$ cat src/rtl/bfcpu_pkg.sv
// bfcpu_pkg: shared loop-stack FSM state encoding and default sizes for the controller and its RAM
package bfcpu_pkg;
  localparam int I_ADDR_WIDTH = 16;
  localparam int MAX_LOOP_DEPTH = 32'h100;
  typedef enum logic {ST_IDLE, ST_REFILL} state_t;
endpackage

$ cat src/rtl/loop_stack_ctrl.sv
// loop_stack_ctrl: loop stack with TOS held in a register and lower entries in an external sync-read RAM; push/pop in (qualified by ready), top/top_valid/depth/full/empty/sticky error flags out, ram_write_*/ram_read_addr out and ram_read_data in
module loop_stack_ctrl
  import bfcpu_pkg::*;
#(
  parameter int I_ADDR_WIDTH = bfcpu_pkg::I_ADDR_WIDTH,
  parameter int MAX_LOOP_DEPTH = bfcpu_pkg::MAX_LOOP_DEPTH
) (
  input  logic                    clk,
  input  logic                    rst_n,
  input  logic                    push,
  input  logic [I_ADDR_WIDTH-1:0] push_data,
  input  logic                    pop,
  output logic                    ready,
  output logic [I_ADDR_WIDTH-1:0] top,
  output logic                    top_valid,
  output logic [31:0]             depth,
  output logic                    full,
  output logic                    empty,
  output logic                    err_overflow,
  output logic                    err_underflow,
  output logic [31:0]             ram_write_addr,
  output logic                    ram_write_en,
  output logic [I_ADDR_WIDTH-1:0] ram_write_data,
  output logic [31:0]             ram_read_addr,
  input  logic [I_ADDR_WIDTH-1:0] ram_read_data
);
  state_t state;
  assign ready = state == ST_IDLE;
  assign full = depth == 32'(MAX_LOOP_DEPTH);
  assign empty = depth == 32'd0;
  assign top_valid = ready && !empty;
  assign ram_write_en = ready && push && !pop && !full && !empty;
  assign ram_write_addr = depth - 32'd1;
  assign ram_write_data = top;
  assign ram_read_addr = depth - 32'd2;
  always_ff @(posedge clk) begin
    if (!rst_n) begin
      state <= ST_IDLE;
      depth <= '0;
      top <= '0;
      err_overflow <= 1'b0;
      err_underflow <= 1'b0;
    end else if (state == ST_REFILL) begin
      top <= ram_read_data;
      state <= ST_IDLE;
    end else if (push && !pop) begin
      if (full) err_overflow <= 1'b1;
      else begin
        top <= push_data;
        depth <= depth + 32'd1;
      end
    end else if (pop) begin
      if (empty) err_underflow <= 1'b1;
      else if (push) top <= push_data;
      else begin
        depth <= depth - 32'd1;
        state <= depth == 32'd1 ? ST_IDLE : ST_REFILL;
      end
    end
  end
endmodule

$ cat config.mk
export PLATFORM = sky130hd
export DESIGN_NAME = loop_stack_ctrl
export DESIGN_NICKNAME = d
export VERILOG_FILES = /design/src/rtl/bfcpu_pkg.sv /design/src/rtl/loop_stack_ctrl.sv
export SDC_FILE = /design/constraint.sdc
export NUM_CORES = 1
export LEC_CHECK = 0
export CAP_MARGIN = 40
export CELL_PAD_IN_SITES_DETAIL_PLACEMENT = 0
export CELL_PAD_IN_SITES_GLOBAL_PLACEMENT = 2
export CORE_UTILIZATION = 24
export CTS_CLUSTER_SIZE = 20
export DETAILED_ROUTE_END_ITERATION = 12
export GPL_TIMING_DRIVEN = 0
export PLACE_DENSITY = 0.8
export SYNTH_ARGS = -nofsm -noshare
export SYNTH_HDL_FRONTEND = slang
export SYNTH_SLANG_ARGS = --single-unit
$ cat constraint.sdc
create_clock -name clk -period 3.1 [get_ports clk]
set_input_delay 0.775 -clock clk [delete_from_list [all_inputs] [get_ports clk]]
set_output_delay 0.775 -clock clk [all_outputs]
set_load 0.005 [all_outputs]
Word-level counts from Yosys, hierarchy flattened
Index checks and enable logic that the tools add are counted.
- output and inout port bits: 135
- bits of input ports: 36
- register bits: 51
- logic and storage cells: 49
- equal/unequal tests: 7
- multiplexer cells: 12
- reductions and logical operators: 18
- bitwise operators: 4
- add/sub/neg operators: 3
- operators by type and width (operator ; count):
    $mux 32 ; 5
    $mux 16 ; 6
    $add 32x1->32 const B ; 1
    $eq 32x1->1 const B ; 1
    $eq 32x9->1 const B ; 1
    $logic_not 32->1 ; 1
    $sub 32x1->32 const B ; 1
    $sub 32x2->32 const B ; 1
    $reduce_and 4->1 ; 2
    $logic_and 1x1->1 ; 6
    $reduce_bool 3->1 ; 2
    $reduce_or 6->1 ; 1
    $reduce_and 5->1 ; 1
    $ne 2x1->1 const B ; 2
    $not 1->1 ; 4
    $logic_not 1->1 ; 3
    $ne 3x1->1 const B ; 1
    $ne 3x3->1 const B ; 1
    $reduce_and 3->1 ; 1
    $ne 2x2->1 const B ; 1
    $reduce_bool 2->1 ; 1
    $mux 1 ; 1

Longest topological paths before layout
Gate-level depths: netlist of run 1.
- word-level depth: 5
- mapped depth: 11
- mapped depth without buffers: 8

Worst setup path after synthesis of run 1
No wires, ideal clock.
- path kind: reg-to-output
- start point: register depth[23]
- end point: output port ram_read_addr[30]
- cell stages (with the launch flop): 7
- slack: 0.247 ns
- path buffers: 2
- arrival time: 2.078 ns
- required time: 2.325 ns
- cells stage by stage: dfxtp_1 -> buf_6 -> or4_1 -> buf_2 -> or3_4 -> or4_1 -> xnor2_1
- cells in the longest elaborated chain, start to end: 1
- RTL lines (what ; RTL line ; text):
    start, declared ; loop_stack_ctrl.sv:16 ; output logic [31:0] depth,
    start signal, assigned ; loop_stack_ctrl.sv:50 ; depth <= depth + 32'd1;
    start signal, assigned ; loop_stack_ctrl.sv:56 ; depth <= depth - 32'd1;
    $sub 32x2->32 ; loop_stack_ctrl.sv:35 ; assign ram_read_addr = depth - 32'd2;
    end, declared ; loop_stack_ctrl.sv:24 ; output logic [31:0] ram_read_addr,
Every way passes these cells.

Final worst setup path of run 1
- start point: register depth[16]
- end point: output port ram_write_en
- cells in the longest elaborated chain, start to end: 4
- elaborated cells between the ends (all ways): 6
- RTL lines (what ; RTL line ; text):
    $eq 32x9->1 ; loop_stack_ctrl.sv:29 ; assign full = depth == 32'(MAX_LOOP_DEPTH);
    $logic_not 1->1 ; loop_stack_ctrl.sv:32 ; assign ram_write_en = ready && push && !pop && !full && !empty;
    $logic_and 1x1->1 ; loop_stack_ctrl.sv:32 ;
    $logic_and 1x1->1 (*) ; loop_stack_ctrl.sv:32 ;
    end, declared ; loop_stack_ctrl.sv:22 ; output logic ram_write_en,
Every way passes the cells marked *; elsewhere a longest branch is shown, timed or not.

==> results.ini, run 1 <==
[logic_synthesis]
syn_area_mm2 = 0.00443
synth_top_area_share_pct = 23.1
postSynthCellCount = 575
synth_area_leaders = dfxtp_1 (23%), xnor2_1 (7.9%), xor2_1 (4.9%)
synth_cell_types = 61
syn_avg_cell_area_um2 = 7.70
yosysWarnings = 0
ys.flop_type = dfxtp_1
async_flop_share_pct = 0
synth-edff-count = 0
ys_seq_elements = 51
yosys.area.top_type = dfxtp_1
yosys-top-cells-count = nor2_1 (54), dfxtp_1 (51), nand2_1 (48), xnor2_1 (40), clkbuf_1 (30)
syn_nets = 618
synth.most_common_cell = nor2_1
yosysSeqAreaShare_pct = 23.1

[detailed_routing]
first_iter_violations = 484
wl_met1_um = 9270
ant_nets = 0
wl_met3_um = 1510
via_per_inst = 5.19
drc = 0
avgRoutedWirePerCell_um = 19.9
drt_wl_total_um = 21500
routed.top_layer = met4
wl_met2_um = 10200
vias = 5604
dr.pass1.iters = 5

[sta]
setup_violations = 2
hold_viol_final = 0
final_max_slew_viol_count = 0
fin_tns_setup_ns = -0.0899
holdWs_ns = 0.479
setup_ws_ns = -0.0485
slew_headroom_pct = 44.5
fmax_mhz = 318
min_period_ns = 3.15
worstMarginPinSlew_ns = 0.832
skew_ns = 0.00656
rsz0062_at_grt = true
period_share_pct = 102

[global_routing]
grt_pass1_wl_um = 31300
grt_overflow = 0
track_usage_pct = 22.0
grt_antenna_before_repair = 0
grt_pass1_vias = 5425
grt_max_degree = 17

[clock_network]
cts_hold_buf = 0
clk_path_buf_depth = 2
cts.sink_count = 51
worstSkewPairLatency_ns = 0.30
cts.clk_slew.worst_paths_ns = 0.08
root_buffer = clkbuf_16
cts_max_level = 2
tritoncts = done
cts_made_buffers = 5

[setup_path]
arrival_ns = 2.37
cp_data_required_time_ns = 2.32
cp-end-kind = output port
cp_cell_sequence = nor4_4, and4b_2, nand2_4, or3_4, and4_1, clkdlybuf4s15_2
reg2reg_from = depth[7]
reg2reg_to = depth[10]
cp-start-kind = flip-flop
r2r_setup_slack_ns = 0.41
crit_path_start = depth[16]
critPathKind = reg -> out
crit_path_top_delay_cell = nor4_4
endpoint = ram_write_en
worstPathMaxFanout = 5
reg2reg_depth = 11
cpPeakStageDelay_ns = 0.41

[placed_design]
place.gp.congestion = 0.881
port_buffers = 170
dp_slack_ns = -0.996
dp_hpwl_um = 14600
placed_area_mm2 = 0.00641

[floorplan]
start_util_pct = 24.6
die_y_um = 138
placementRows = 49
die_w_um = 138
coreArea_mm2 = 0.0180
die-area_mm2 = 0.0190
num_io_pins = 171

[worst_hold_path]
hold_path_class = reg -> reg

[layout]
area_delta_synth_final_pct = 82.9
num_antenna_cells = 0
drive_above_1_share_pct = 34.7
stdcell_area_mm2 = 0.00810
nNetsFinal = 892

[run]
maxCapViolCount = 0

[outcome]
status = finished with violations
violations = negative setup slack

==> layout make-up <==
cell class | count | area (µm²)
Sequential cell | 51 | 1070
Clock inverter | 2 | 38.8
Tap cell | 229 | 287
Fill cell | 1779 | 9930
Buffer | 60 | 414
Timing Repair Buffer | 280 | 2510
Multi-Input combinational cell | 437 | 3570
Inverter | 14 | 62.6
Clock buffer | 6 | 139
==> worst max-delay path: cells and delay by family (launching register included) <==
kind	cells	cell delay, ns
buffers and inverters	1	0.21
and+or+nand+nor	5	1.47
DFF	1	0.38
==> state kept, by name (all words and copies together), names as in the netlist <==
signal,flops
err_underflow,1
depth,32
ram_write_data,16
state,1
err_overflow,1
==> per-layer routing <==
| metal | global-route usage (%) | vias to the layer above |
|---|---|---|
| li1 | - | 2593 |
| met1 | 29.6 | 2671 |
| met2 | 35.3 | 294 |
| met3 | 3.46 | 46 |
| met4 | 8.09 | 0 |
| met5 | 0 | - |
==> how the worst min path moves through the flow <==
stage | endpoint | from | depth (start not counted)
2_1_floorplan | err_underflow | err_underflow | 2
3_3_place_gp | err_overflow | err_overflow | 1
3_5_place_dp | err_overflow | err_overflow | 1
4_1_cts | err_overflow | err_overflow | 1
5_1_grt | err_overflow | err_overflow | 1
6_report | err_overflow | err_overflow | 1
==> cells by family after synthesis <==
family	synth area share (%)
AO/OA/AOI/OAI	15.1
buffers and inverters	10.1
flip-flops	23.1
multiplexers	4.58
adder cells (fa/ha/maj)	1.98
XOR/XNOR	12.9
AND/OR/NAND/NOR	32.3
==> placed cells by master, fill, tap and decap left out, drive strengths merged, types with 7 or more instances in the layout <==
| master | n |
|---|---|
| a211oi | 18 |
| a21oi | 23 |
| and2 | 7 |
| and3 | 10 |
| buf | 165 |
| clkbuf | 28 |
| clkdlybuf4s50 | 120 |
| dfxtp | 51 |
| dlygate4sd2 | 30 |
| ha | 7 |
| inv | 15 |
| mux2i | 18 |
| nand2 | 48 |
| nand3 | 23 |
| nand4 | 10 |
| nor2 | 55 |
| nor3 | 26 |
| nor4 | 25 |
| o21a | 11 |
| o21ai | 15 |
| or3 | 13 |
| or4 | 8 |
| xnor2 | 40 |
| xor2 | 25 |
==> per-stage QoR <==
stage          instances  util, %
6_report            1079     44.9
5_1_grt             1079     44.9
4_1_cts             1046     42.6
3_5_place_dp         974     35.6
3_3_place_gp         974     35.6
2_1_floorplan        575        -
==> timing repair <==
| item | CTS | global route |
|---|---|---|
| setup buffers | 73 | 39 |
| setup endpoints to repair | 107 | 70 |
| pin swaps | 44 | 41 |
| resized for setup | 247 | 64 |
Power of run 1 is not shown: default switching activity piles up to over one toggle a cycle in this logic, so the estimate is an artifact.
==> run 2: changes to the inputs <==
- clock period: 3.1 -> 3.3 ns (I/O delays scaled with it)
==> results.ini, run 2 (synthesis results as in run 1) <==
[placed_design]
dp_slack_ns = -0.846  ; +0.150 ns
place.gp.congestion = 0.881  ; unchanged
dp_hpwl_um = 14600  ; unchanged
port_buffers = 170  ; unchanged

[clock_network]
tritoncts = done
clk_path_buf_depth = 2  ; unchanged
cts_hold_buf = 0  ; unchanged
cts_max_level = 2  ; unchanged
cts_made_buffers = 5  ; unchanged
cts.clk_slew.worst_paths_ns = 0.08  ; about the same
worstSkewPairLatency_ns = 0.30  ; about the same
cts.sink_count = 51  ; unchanged
root_buffer = clkbuf_16

[sta]
hold_viol_final = 0  ; unchanged
slew_headroom_pct = 46.3  ; +1.8 points
fmax_mhz = 306
setup_ws_ns = 0.0339  ; +0.0824 ns
rsz0062_at_grt = true
min_period_ns = 3.27
skew_ns = 0.00492  ; -0.00163 ns
setup_violations = 0  ; -2
worstMarginPinSlew_ns = 0.802  ; -0.0302 ns
period_share_pct = 99.0
final_max_slew_viol_count = 0  ; unchanged
fin_tns_setup_ns = 0  ; +0.0899 ns

[detailed_routing]
drc = 0  ; unchanged
dr.pass1.iters = 7  ; +2
via_per_inst = 5.12  ; -1.3%
drt_wl_total_um = 20400  ; -5.1%
ant_nets = 0  ; unchanged
first_iter_violations = 430  ; -11%
vias = 5304  ; -5.4%
avgRoutedWirePerCell_um = 19.7  ; -1.1%

[run]
maxCapViolCount = 0  ; unchanged

[layout]
fill_cells = 1829  ; +2.8%
drive_above_1_share_pct = 27.2  ; -7.5 points
mostFrequentLayoutCells = clkdlybuf4s50_1 (128), buf_4 (76), nor2_1 (43)
largest_register_ffs = 32  ; unchanged
area_delta_synth_final_pct = 72.2
top_register = depth
final_common_cell = clkdlybuf4s50_1
num_antenna_cells = 0  ; unchanged
nNetsFinal = 848  ; -4.9%
ff_latch_area_mm2 = 0.00105  ; -1.9%
multi_input_area_mm2 = 0.00346  ; -3.3%

[global_routing]
grt_pass1_vias = 5208  ; -4.0%
grt_overflow = 0  ; unchanged
grt_max_degree = 17  ; unchanged
track_usage_pct = 21.3  ; -0.75 points
grt_pass1_wl_um = 30300  ; -3.2%
grt_antenna_before_repair = 0  ; unchanged

[setup_path]
cpPeakStageDelay_ns = 0.43  ; +0.02 ns
critPathKind = reg -> out
arrival_ns = 2.44  ; +0.07 ns
cp-start-kind = flip-flop
worstPathMaxFanout = 9  ; +4
cp_cell_sequence = buf_6, nor4_4, nand2_4, nor3_4, nand2_2, buf_4, nor2_2, xor2_1, dlygate4sd2_1
cp_data_required_time_ns = 2.47  ; +0.15 ns
cp-end-kind = output port
crit_path_top_delay_cell = nor4_4

[floorplan]
die_y_um = 138  ; unchanged
die_w_um = 138  ; unchanged
coreArea_mm2 = 0.0180  ; unchanged
num_io_pins = 171  ; unchanged
die-area_mm2 = 0.0190  ; unchanged
placementRows = 49  ; unchanged
start_util_pct = 24.6  ; unchanged

[worst_hold_path]
hold_path_class = reg -> reg

[outcome]
status = complete, no violations

==> run 2: worst max-delay path: cells and delay by family (launching register included) <==
| kind | cells | cell delay, ns |
|---|---|---|
| and+or+nand+nor | 5 | 1.10 |
| buffers and inverters | 3 | 0.56 |
| xor gates and xnor gates | 1 | 0.14 |
| DFF | 1 | 0.32 |
==> run 2: final timing paths <==
check,slack [ns],to,depth (start not counted),start
max,0.03,ram_write_addr[25],9,depth[18]
min,0.48,err_overflow,1,err_overflow
max reg2reg,0.62,depth[25],12,depth[0]
min reg2reg,0.48,err_overflow,1,err_overflow
==> run 2: layout make-up <==
cell class,instances,area share (%)
Inverter,14,0.788
Buffer,63,5.60
Sequential cell,51,13.8
Timing Repair Buffer,233,28.4
Multi-Input combinational cell,437,45.3
Tap cell,229,3.76
Clock buffer,6,1.82
Clock inverter,2,0.509
==> run 2: per-stage QoR <==
step	hold slack (ns)	instances	instance area [µm²]	utilization, %
floorplan	0.461	575	4430	-
global placement	0.458	974	6410	35.6
detailed placement	0.465	974	6410	35.6
CTS	0.483	1021	7440	41.3
global route	0.515	1035	7620	42.3
finish	0.478	1035	7620	42.3
==> run 2: layer usage <==
| layer | part of all wire (%) | global-route usage, % | up-vias |
|---|---|---|---|
| li1 | - | - | 2507 |
| met3 | 6.6 | 3.02 | 36 |
| met5 | 0 | 0 | - |
| met4 | 2.5 | 7.13 | 0 |
| met2 | 47 | 33.6 | 227 |
| met1 | 44 | 29.4 | 2534 |
==> run 2: repair_timing <==
| action | in CTS | in global routing |
|---|---|---|
| endpoints found under the setup margin | 99 | 53 |
| pin swaps | 28 | 18 |
| resized for setup | 182 | 34 |
| buffers inserted | 44 | 20 |
| endpoints found under the hold margin | 0 | 0 |
Power of run 2 is left out for the same reason.
